--- src/rtl/jtag_tap.sv ---
// ============================================================================
//  Module   : jtag_tap
//  Purpose  : JTAG test access port. 16-state TAP controller, IR_W-bit
//             instruction register with decode, BSR_LEN-cell boundary scan
//             register, 1-bit bypass register and optional 32-bit IDCODE
//             register, all clocked by TCK.
//  Ports    : TCK       - test clock, all state updates on the rising edge
//             TRST_N    - asynchronous active-low reset
//             TMS       - mode select, sampled on rising TCK
//             TDI       - serial data in
//             sys_in    - system data from core/pins (BSR_LEN bits)
//             TDO       - serial data out (combinational)
//             sys_out   - system data to pins/core (BSR_LEN bits)
//             tap_state - current TAP state code (4 bits)
//             inst      - active (updated) instruction (IR_W bits)
//  Options  : JTAG_IDCODE_EN - when defined, the IDCODE register exists,
//             opcode 2 selects it and the default instruction is IDCODE.
//             When undefined, opcode 2 acts as BYPASS and the default
//             instruction is BYPASS.
//  Revision : 1.0 - initial release
// ============================================================================
`default_nettype none

module jtag_tap #(
    parameter int          IR_W       = 4,
    parameter int          BSR_LEN    = 8,
    parameter logic [31:0] IDCODE_VAL = 32'h1000_0A1B
) (
    input  logic               TCK,
    input  logic               TRST_N,
    input  logic               TMS,
    input  logic               TDI,
    input  logic [BSR_LEN-1:0] sys_in,
    output logic               TDO,
    output logic [BSR_LEN-1:0] sys_out,
    output logic [3:0]         tap_state,
    output logic [IR_W-1:0]    inst
);

    // ------------------------------------------------------------------
    // Elaboration-time parameter sanity checks
    // ------------------------------------------------------------------
    generate
        if (IR_W < 2) begin : g_bad_ir_w
            $error("jtag_tap: IR_W must be at least 2");
        end
        if (IDCODE_VAL[0] != 1'b1) begin : g_bad_idcode
            $error("jtag_tap: IDCODE_VAL bit 0 must be 1");
        end
    endgenerate

    // ------------------------------------------------------------------
    // Constants
    // ------------------------------------------------------------------
    localparam logic [IR_W-1:0] c_op_extest  = '0;
    localparam logic [IR_W-1:0] c_op_sample  = IR_W'(1);
    localparam logic [IR_W-1:0] c_op_bypass  = '1;
    // IR capture pattern ...01 lets a scan detect a broken IR chain.
    localparam logic [IR_W-1:0] c_ir_capture = IR_W'(1);
`ifdef JTAG_IDCODE_EN
    localparam logic [IR_W-1:0] c_op_idcode  = IR_W'(2);
    localparam logic [IR_W-1:0] c_def_inst   = c_op_idcode;
`else
    localparam logic [IR_W-1:0] c_def_inst   = c_op_bypass;
`endif

    typedef enum logic [3:0] {
        ST_TLR      = 4'd0,
        ST_RTI      = 4'd1,
        ST_SEL_DR   = 4'd2,
        ST_CAP_DR   = 4'd3,
        ST_SHIFT_DR = 4'd4,
        ST_EXIT1_DR = 4'd5,
        ST_PAUSE_DR = 4'd6,
        ST_EXIT2_DR = 4'd7,
        ST_UPD_DR   = 4'd8,
        ST_SEL_IR   = 4'd9,
        ST_CAP_IR   = 4'd10,
        ST_SHIFT_IR = 4'd11,
        ST_EXIT1_IR = 4'd12,
        ST_PAUSE_IR = 4'd13,
        ST_EXIT2_IR = 4'd14,
        ST_UPD_IR   = 4'd15
    } state_t;

    // ------------------------------------------------------------------
    // Signals
    // ------------------------------------------------------------------
    state_t             r_state;
    state_t             w_next;
    logic [IR_W-1:0]    r_ir_shift;
    logic [IR_W-1:0]    r_inst;
    logic [BSR_LEN-1:0] r_bsr_shift;
    logic [BSR_LEN-1:0] r_bsr_upd;
    logic               r_bypass;
    logic               w_sel_bsr;
    logic               w_sel_id;
    logic               w_sel_byp;
    logic               w_dr_tdo;
`ifdef JTAG_IDCODE_EN
    logic [31:0]        r_id_shift;
`endif

    // ------------------------------------------------------------------
    // TAP controller
    // ------------------------------------------------------------------
    always_ff @(posedge TCK or negedge TRST_N) begin
        if (!TRST_N) begin
            r_state <= ST_TLR;
        end else begin
            r_state <= w_next;
        end
    end

    always_comb begin
        w_next = r_state;
        case (r_state)
            ST_TLR:      w_next = TMS ? ST_TLR      : ST_RTI;
            ST_RTI:      w_next = TMS ? ST_SEL_DR   : ST_RTI;
            ST_SEL_DR:   w_next = TMS ? ST_SEL_IR   : ST_CAP_DR;
            ST_CAP_DR:   w_next = TMS ? ST_EXIT1_DR : ST_SHIFT_DR;
            ST_SHIFT_DR: w_next = TMS ? ST_EXIT1_DR : ST_SHIFT_DR;
            ST_EXIT1_DR: w_next = TMS ? ST_UPD_DR   : ST_PAUSE_DR;
            ST_PAUSE_DR: w_next = TMS ? ST_EXIT2_DR : ST_PAUSE_DR;
            ST_EXIT2_DR: w_next = TMS ? ST_UPD_DR   : ST_SHIFT_DR;
            ST_UPD_DR:   w_next = TMS ? ST_SEL_DR   : ST_RTI;
            ST_SEL_IR:   w_next = TMS ? ST_TLR      : ST_CAP_IR;
            ST_CAP_IR:   w_next = TMS ? ST_EXIT1_IR : ST_SHIFT_IR;
            ST_SHIFT_IR: w_next = TMS ? ST_EXIT1_IR : ST_SHIFT_IR;
            ST_EXIT1_IR: w_next = TMS ? ST_UPD_IR   : ST_PAUSE_IR;
            ST_PAUSE_IR: w_next = TMS ? ST_EXIT2_IR : ST_PAUSE_IR;
            ST_EXIT2_IR: w_next = TMS ? ST_UPD_IR   : ST_SHIFT_IR;
            ST_UPD_IR:   w_next = TMS ? ST_SEL_DR   : ST_RTI;
            default:     w_next = ST_TLR;
        endcase
    end

    // ------------------------------------------------------------------
    // Instruction register. Register actions are keyed on the current
    // state, so each takes effect on the edge that leaves (or stays in)
    // that state, together with the state transition.
    // ------------------------------------------------------------------
    always_ff @(posedge TCK or negedge TRST_N) begin
        if (!TRST_N) begin
            r_ir_shift <= c_ir_capture;
            r_inst     <= c_def_inst;
        end else begin
            if (r_state == ST_CAP_IR) begin
                r_ir_shift <= c_ir_capture;
            end else if (r_state == ST_SHIFT_IR) begin
                r_ir_shift <= {TDI, r_ir_shift[IR_W-1:1]};
            end

            if (r_state == ST_TLR) begin
                r_inst <= c_def_inst;
            end else if (r_state == ST_UPD_IR) begin
                r_inst <= r_ir_shift;
            end
        end
    end

    // ------------------------------------------------------------------
    // Data register selection. Unrecognised opcodes fall through to bypass.
    // ------------------------------------------------------------------
    assign w_sel_bsr = (r_inst == c_op_extest) || (r_inst == c_op_sample);
`ifdef JTAG_IDCODE_EN
    assign w_sel_id  = (r_inst == c_op_idcode);
`else
    assign w_sel_id  = 1'b0;
`endif
    assign w_sel_byp = !w_sel_bsr && !w_sel_id;

    // ------------------------------------------------------------------
    // Boundary scan register: shift stage plus update stage
    // ------------------------------------------------------------------
    always_ff @(posedge TCK or negedge TRST_N) begin
        if (!TRST_N) begin
            r_bsr_shift <= '0;
            r_bsr_upd   <= '0;
        end else if (w_sel_bsr) begin
            case (r_state)
                ST_CAP_DR:   r_bsr_shift <= sys_in;
                ST_SHIFT_DR: r_bsr_shift <= {TDI, r_bsr_shift[BSR_LEN-1:1]};
                ST_UPD_DR:   r_bsr_upd   <= r_bsr_shift;
                default:     ;
            endcase
        end
    end

    // ------------------------------------------------------------------
    // Bypass register
    // ------------------------------------------------------------------
    always_ff @(posedge TCK or negedge TRST_N) begin
        if (!TRST_N) begin
            r_bypass <= 1'b0;
        end else if (w_sel_byp) begin
            if (r_state == ST_CAP_DR) begin
                r_bypass <= 1'b0;
            end else if (r_state == ST_SHIFT_DR) begin
                r_bypass <= TDI;
            end
        end
    end

`ifdef JTAG_IDCODE_EN
    // ------------------------------------------------------------------
    // IDCODE register
    // ------------------------------------------------------------------
    always_ff @(posedge TCK or negedge TRST_N) begin
        if (!TRST_N) begin
            r_id_shift <= IDCODE_VAL;
        end else if (w_sel_id) begin
            if (r_state == ST_CAP_DR) begin
                r_id_shift <= IDCODE_VAL;
            end else if (r_state == ST_SHIFT_DR) begin
                r_id_shift <= {TDI, r_id_shift[31:1]};
            end
        end
    end
`endif

    // ------------------------------------------------------------------
    // Serial output
    // ------------------------------------------------------------------
    always_comb begin
        w_dr_tdo = r_bypass;
        if (w_sel_bsr) begin
            w_dr_tdo = r_bsr_shift[0];
        end
`ifdef JTAG_IDCODE_EN
        else if (w_sel_id) begin
            w_dr_tdo = r_id_shift[0];
        end
`endif
    end

    always_comb begin
        TDO = 1'b0;
        if (r_state == ST_SHIFT_IR) begin
            TDO = r_ir_shift[0];
        end else if (r_state == ST_SHIFT_DR) begin
            TDO = w_dr_tdo;
        end
    end

    // ------------------------------------------------------------------
    // Outputs
    // ------------------------------------------------------------------
    assign sys_out   = (r_inst == c_op_extest) ? r_bsr_upd : sys_in;
    assign tap_state = r_state;
    assign inst      = r_inst;

endmodule

`default_nettype wire

--- config.mk ---
export PLATFORM = sky130hd
export DESIGN_NAME = jtag_tap
export DESIGN_NICKNAME = d
export VERILOG_FILES = /design/src/rtl/jtag_tap.sv
export SDC_FILE = /design/constraint.sdc
export NUM_CORES = 1
export LEC_CHECK = 0
export ABC_AREA = 1
export CAP_MARGIN = 20
export CORE_MARGIN = 8
export CORE_UTILIZATION = 50
export DETAILED_ROUTE_END_ITERATION = 12
export PLACE_DENSITY_LB_ADDON = 0.3
export SETUP_SLACK_MARGIN = 0.5
export SLEW_MARGIN = 20
export SYNTH_ARGS = -nofsm -noshare
export SYNTH_HDL_FRONTEND = slang
export SYNTH_SLANG_ARGS = --single-unit
--- constraint.sdc ---
create_clock -name TCK -period 1.7 [get_ports TCK]
set_input_delay 0.17 -clock TCK [delete_from_list [all_inputs] [get_ports TCK]]
set_output_delay 0.17 -clock TCK [all_outputs]
set_load 0.01 [all_outputs]
### After elaboration in Yosys (flattened, before gate mapping)

Index checks and enable logic that the tools add are counted.

| cells by class | value |
|---|---|
| eq/ne operators | 16 |
| multiplexer cells | 24 |
| bitwise logic cells | 1 |
| reductions and logical operators | 12 |

Operators by type and width:

| cell | count |
|---|---|
| 4-bit one-hot mux with 12 select lines | 1 |
| 4-bit == test (second input constant) | 8 |
| 4-bit 2-to-1 mux | 8 |
| 4-bit by 3-bit == test with 1-bit output (second input constant) | 4 |
| 8-bit one-hot mux with 2 select lines | 1 |
| 4-bit by 1-bit == test with 1-bit output (second input constant) | 2 |
| 4-bit by 2-bit == test with 1-bit output (second input constant) | 2 |
| 4-bit logical NOT | 2 |
| 1-bit 2-to-1 mux | 8 |
| 8-bit 2-to-1 mux | 1 |
| 2-bit 2-to-1 mux | 3 |
| 3-bit 2-to-1 mux | 2 |
| 2-bit AND reduction | 3 |
| 2-bit nonzero test | 3 |
| 2-bit OR reduction | 2 |
| 3-bit OR reduction | 1 |
| 1-bit logical OR | 1 |
| 1-bit NOT | 1 |

| word-level totals | value |
|---|---|
| flip-flop bits (word level) | 29 |
| output and inout port bits | 17 |
| logic and storage cells | 59 |

### Logic depth before layout (Yosys ltp)

| depth | value |
|---|---|
| word-level depth | 5 |
| gate-level depth with buffers | 9 |
| depth with buffers taken out | 8 |

### Least setup slack after synthesis

OpenSTA, ideal clock, no wires.

| timing path | value |
|---|---|
| path type | reg2out |
| from | register r_state[1] (netlist: tap_state[1]) |
| to | output port TDO |
| arrival | 1.248 ns |
| path slack | 0.282 ns |
| cell stages (with the launch flop) | 7 |
| path through | dfrtp_1 -> buf_4 -> nor2_4 -> nand2_4 -> inv_1 -> o21ai_0 -> o21ai_0 |

| on the way | value |
|---|---|
| longest elaborated chain between the ends | 3 |
| elaborated cells on any way between the ends | 4 |
| those cells by class | 2 x eq/ne; 2 x mux |

RTL lines:

| item | line | source |
|---|---|---|
| start: declaration | 89 | `state_t r_state;` |
| start signal: assignment | 111 | `r_state <= w_next;` |
| 4-bit by 3-bit == test with 1-bit output | 241 | `end else if (r_state == ST_SHIFT_DR) begin` |
| 1-bit 2-to-1 mux | 241 |  |
| 1-bit 2-to-1 mux * | 239 | `if (r_state == ST_SHIFT_IR) begin` |
| end: declaration | 34 | `output logic TDO,` |

Every way passes the cells marked *; elsewhere a longest branch is shown, timed or not.

### Worst setup path after layout

| timing path | value |
|---|---|
| from | register r_inst[2] (netlist: inst[2]) |
| to | output port sys_out[6] |

| on the way | value |
|---|---|
| longest elaborated chain between the ends | 2 |

RTL lines:

| item | line | source |
|---|---|---|
| start: declaration | 92 | `logic [IR_W-1:0] r_inst;` |
| start signal: assignment | 146 | `r_inst <= c_def_inst;` |
| start signal: assignment | 155 | `r_inst <= c_def_inst;` |
| start signal: assignment | 157 | `r_inst <= r_ir_shift;` |
| 4-bit logical NOT | 249 | `assign sys_out = (r_inst == c_op_extest) ? r_bsr_upd : sys_in;` |
| 8-bit 2-to-1 mux | 249 |  |
| end: declaration | 35 | `output logic [BSR_LEN-1:0] sys_out,` |

Every way passes these cells.

==> impl_metrics.yaml <==
run_status:
  status: "finished clean"
power_and_ir_drop:
  power_mw: 3.95
  cellPowerDensity_nw_per_um2: 1650
  power_leakage_nw: 1.23
  ir_worst_vdd_uv: 1120
placement:
  dp_slack_ps: 3.33
  port-buffer-count: 28
  dp_hpwl_um: 2980
  gp_congestion: 0.915
timing:
  setup_viol: 0
  fin_crit_ps: 1650
  slew_viol_final: 0
  fin_ws_ps: 52.7
  fin_skew_ps: 20.1
  max_freq_mhz: 607
  fin_crit_sh_pct: 96.9
  rsz0062_at_grt: "true"
  setup_tns_ps: 0
  hold_viol_final: 0
  tightest_slew_ps: 362
  slew_headroom_pct: 75.9
floorplanning:
  core_um2: 3080
  die_w_um: 73.2
  dieArea_um2: 5360
  initial_core_util_pct: 53.2
  die_h_um: 73.2
  io_pins: 29
  fp-row-count: 20
hold_path:
  min_path_type: "in -> async"
cells_and_area:
  fillers: 199
  syn2layout_area_growth_pct: 46.0
  drive_above_1_share_pct: 45.2
  antenna_cells: 0
  final_nets: 283
synthesis:
  synthCells: 217
  ys_top_cells_by_count: "nand2_1, dfrtp_1, inv_1"
  synth_area_leaders: "dfrtp_1, nand2_1, dfstp_2"
  ys.flop_type: "dfrtp_1"
  yosys_warnings: 0
  synth_edf_count: 0
  avgSynthCellArea_um2: 7.54
  synth_top_cell_area_share_pct: 36.7
  synth_area_um2: 1640
  synth-async-reset-ratio_pct: 100
  synthesis.nets: 229
  ys_ff_latch: 29
  yosysSeqAreaShare_pct: 44.7
  yosysMostFrequentCell: "nand2_1"
  synth.distinct_cells: 24
  synth_top_area_cell: "dfrtp_1"
critical_path:
  worst_setup_path_end_kind: "output port"
  cp_common_cell: "nand2_1"
  critPathLaunch: "inst[2]"
  crit_fanout: 7
  rrSetupSlack_ps: 150
  critPathKind: "reg -> out"
  slowest_stage: "dfstp_2"
  arrival_ps: 1480
  worstSetupStartpointType: "register"
  crit-reg2reg-launch: "tap_state[3]"
  worstPathCellList: "inv_2 -> nand3_4 -> inv_6 -> nand2_4 -> buf_12 -> nand2_1 -> nand2_1 -> buf_2"
  slowest_delay_ps: 550
  critPathRequiredTime_ps: 1530
detailed_routing:
  postRouteAntennaNets: 0
  wl_um: 4600
  first_pass_iters: 4
  vias_per_cell: 5.20
  num_vias: 1643
  drt-wirelength-per-cell_um: 14.6
  route.detailed.drc: 0
  drt_iter0_markers: 104
global_routing:
  track_usage_pct: 17.1
  first_global_vias: 1580
  grt_pass1_wl_um: 7180
  antenna_found_initial: 0
  grt.overflow.total: 0
  grt_start_max_net_pins: 30
clocking:
  clockRootBuffer: "clkbuf_4"
  path_clk_slew_ps: 110
  cts_tree: "yes"
  htreeDepth: 2
  numClockSinks: 29
  insertion_delay_ps: 350
  cts_buffer_depth: 2
  cts_made_buffers: 5
flow_run:
  maxCapViolCount: 0
==> metrics by stage <==
stage | util (%) | instance area, µm² | std cells | hold WS (ps)
final | 77.6 | 2390 | 316 | 190
after CTS | 73.3 | 2260 | 316 | 193
after global routing | 77.6 | 2390 | 316 | 214
after detailed placement | 66.9 | 2060 | 299 | 464
after global placement | 66.9 | 2060 | 299 | 463
after floorplan | - | 1670 | 217 | -126
==> layer usage <==
layer  up-vias  share of wire [%]  track usage (%)
met4         0                3.0             9.33
met1       774                 40             20.0
met3        19                4.7             5.49
met2        53                 52             27.0
met5         -                  0                0
li1        797                  -                -
==> cell usage in the layout, fill, tap and decap left out, drive strengths merged <==
cell type,n
buf,40
nand2,86
nand3,19
nand4,1
nor2,14
clkinvlp,1
clkdlybuf4s50,11
dfstp,5
o21ai,26
dfrtp,24
inv,26
o22ai,3
clkbuf,5
dlygate4sd2,1
clkinv,3
a21oi,6
a2bb2oi,1
==> cell type report <==
cell class	instances	area, µm²	share of cell area (%)
Tap cell	44	55.1	2.30
Clock inverter	3	17.5	0.733
Clock buffer	5	37.5	1.57
Sequential cell	29	734	30.7
Inverter	27	123	5.13
Timing Repair Buffer	52	485	20.3
Multi-Input combinational cell	156	937	39.2
==> worst max-delay path, delay by kind of cell (launching register included) <==
kind | cells | cell delay, ps
flops | 1 | 550
buf+inv | 4 | 340
simple gates | 4 | 260
==> cell families after synthesis <==
kind of cell           share of synthesized area [%]
AOI/OAI and AO/OA                               14.0
buffers and inverters                           8.94
DFF                                             44.7
and+or+nand+nor                                 32.3
==> power by group <==
| part | switching, mW | leakage (nW) | total, mW | internal, mW |
|---|---|---|---|---|
| clock | 0.263 | 0.0310 | 0.419 | 0.156 |
| combinational | 1.27 | 0.855 | 2.26 | 0.991 |
| sequential | 0.238 | 0.340 | 1.27 | 1.03 |
==> flip-flops by register name, summed over array words and instances, names as in the netlist <==
| signal | cells |
|---|---|
| r_bsr_shift | 8 |
| r_bsr_upd | 8 |
| inst | 4 |
| r_ir_shift | 4 |
| tap_state | 4 |
| r_bypass | 1 |
==> final timing paths <==
check	end	cells past startpoint
min reg2reg	r_bsr_shift[7]	2
min in group TCK	r_ir_shift[3]	3
max reg2reg	r_bsr_shift[0]	10
max	sys_out[6]	8
max in group asynchronous	inst[1]	2
min	r_bsr_upd[0]	2
==> repair_timing <==
item / 4_1_cts / 5_1_grt
buffers inserted: 9 / 0
gates resized for setup: 110 / 39
endpoints found under the setup margin: 45 / 45
hold buffers: 0 / 0
pin swaps: 6 / 12
Power figures use the tool's default switching activity.
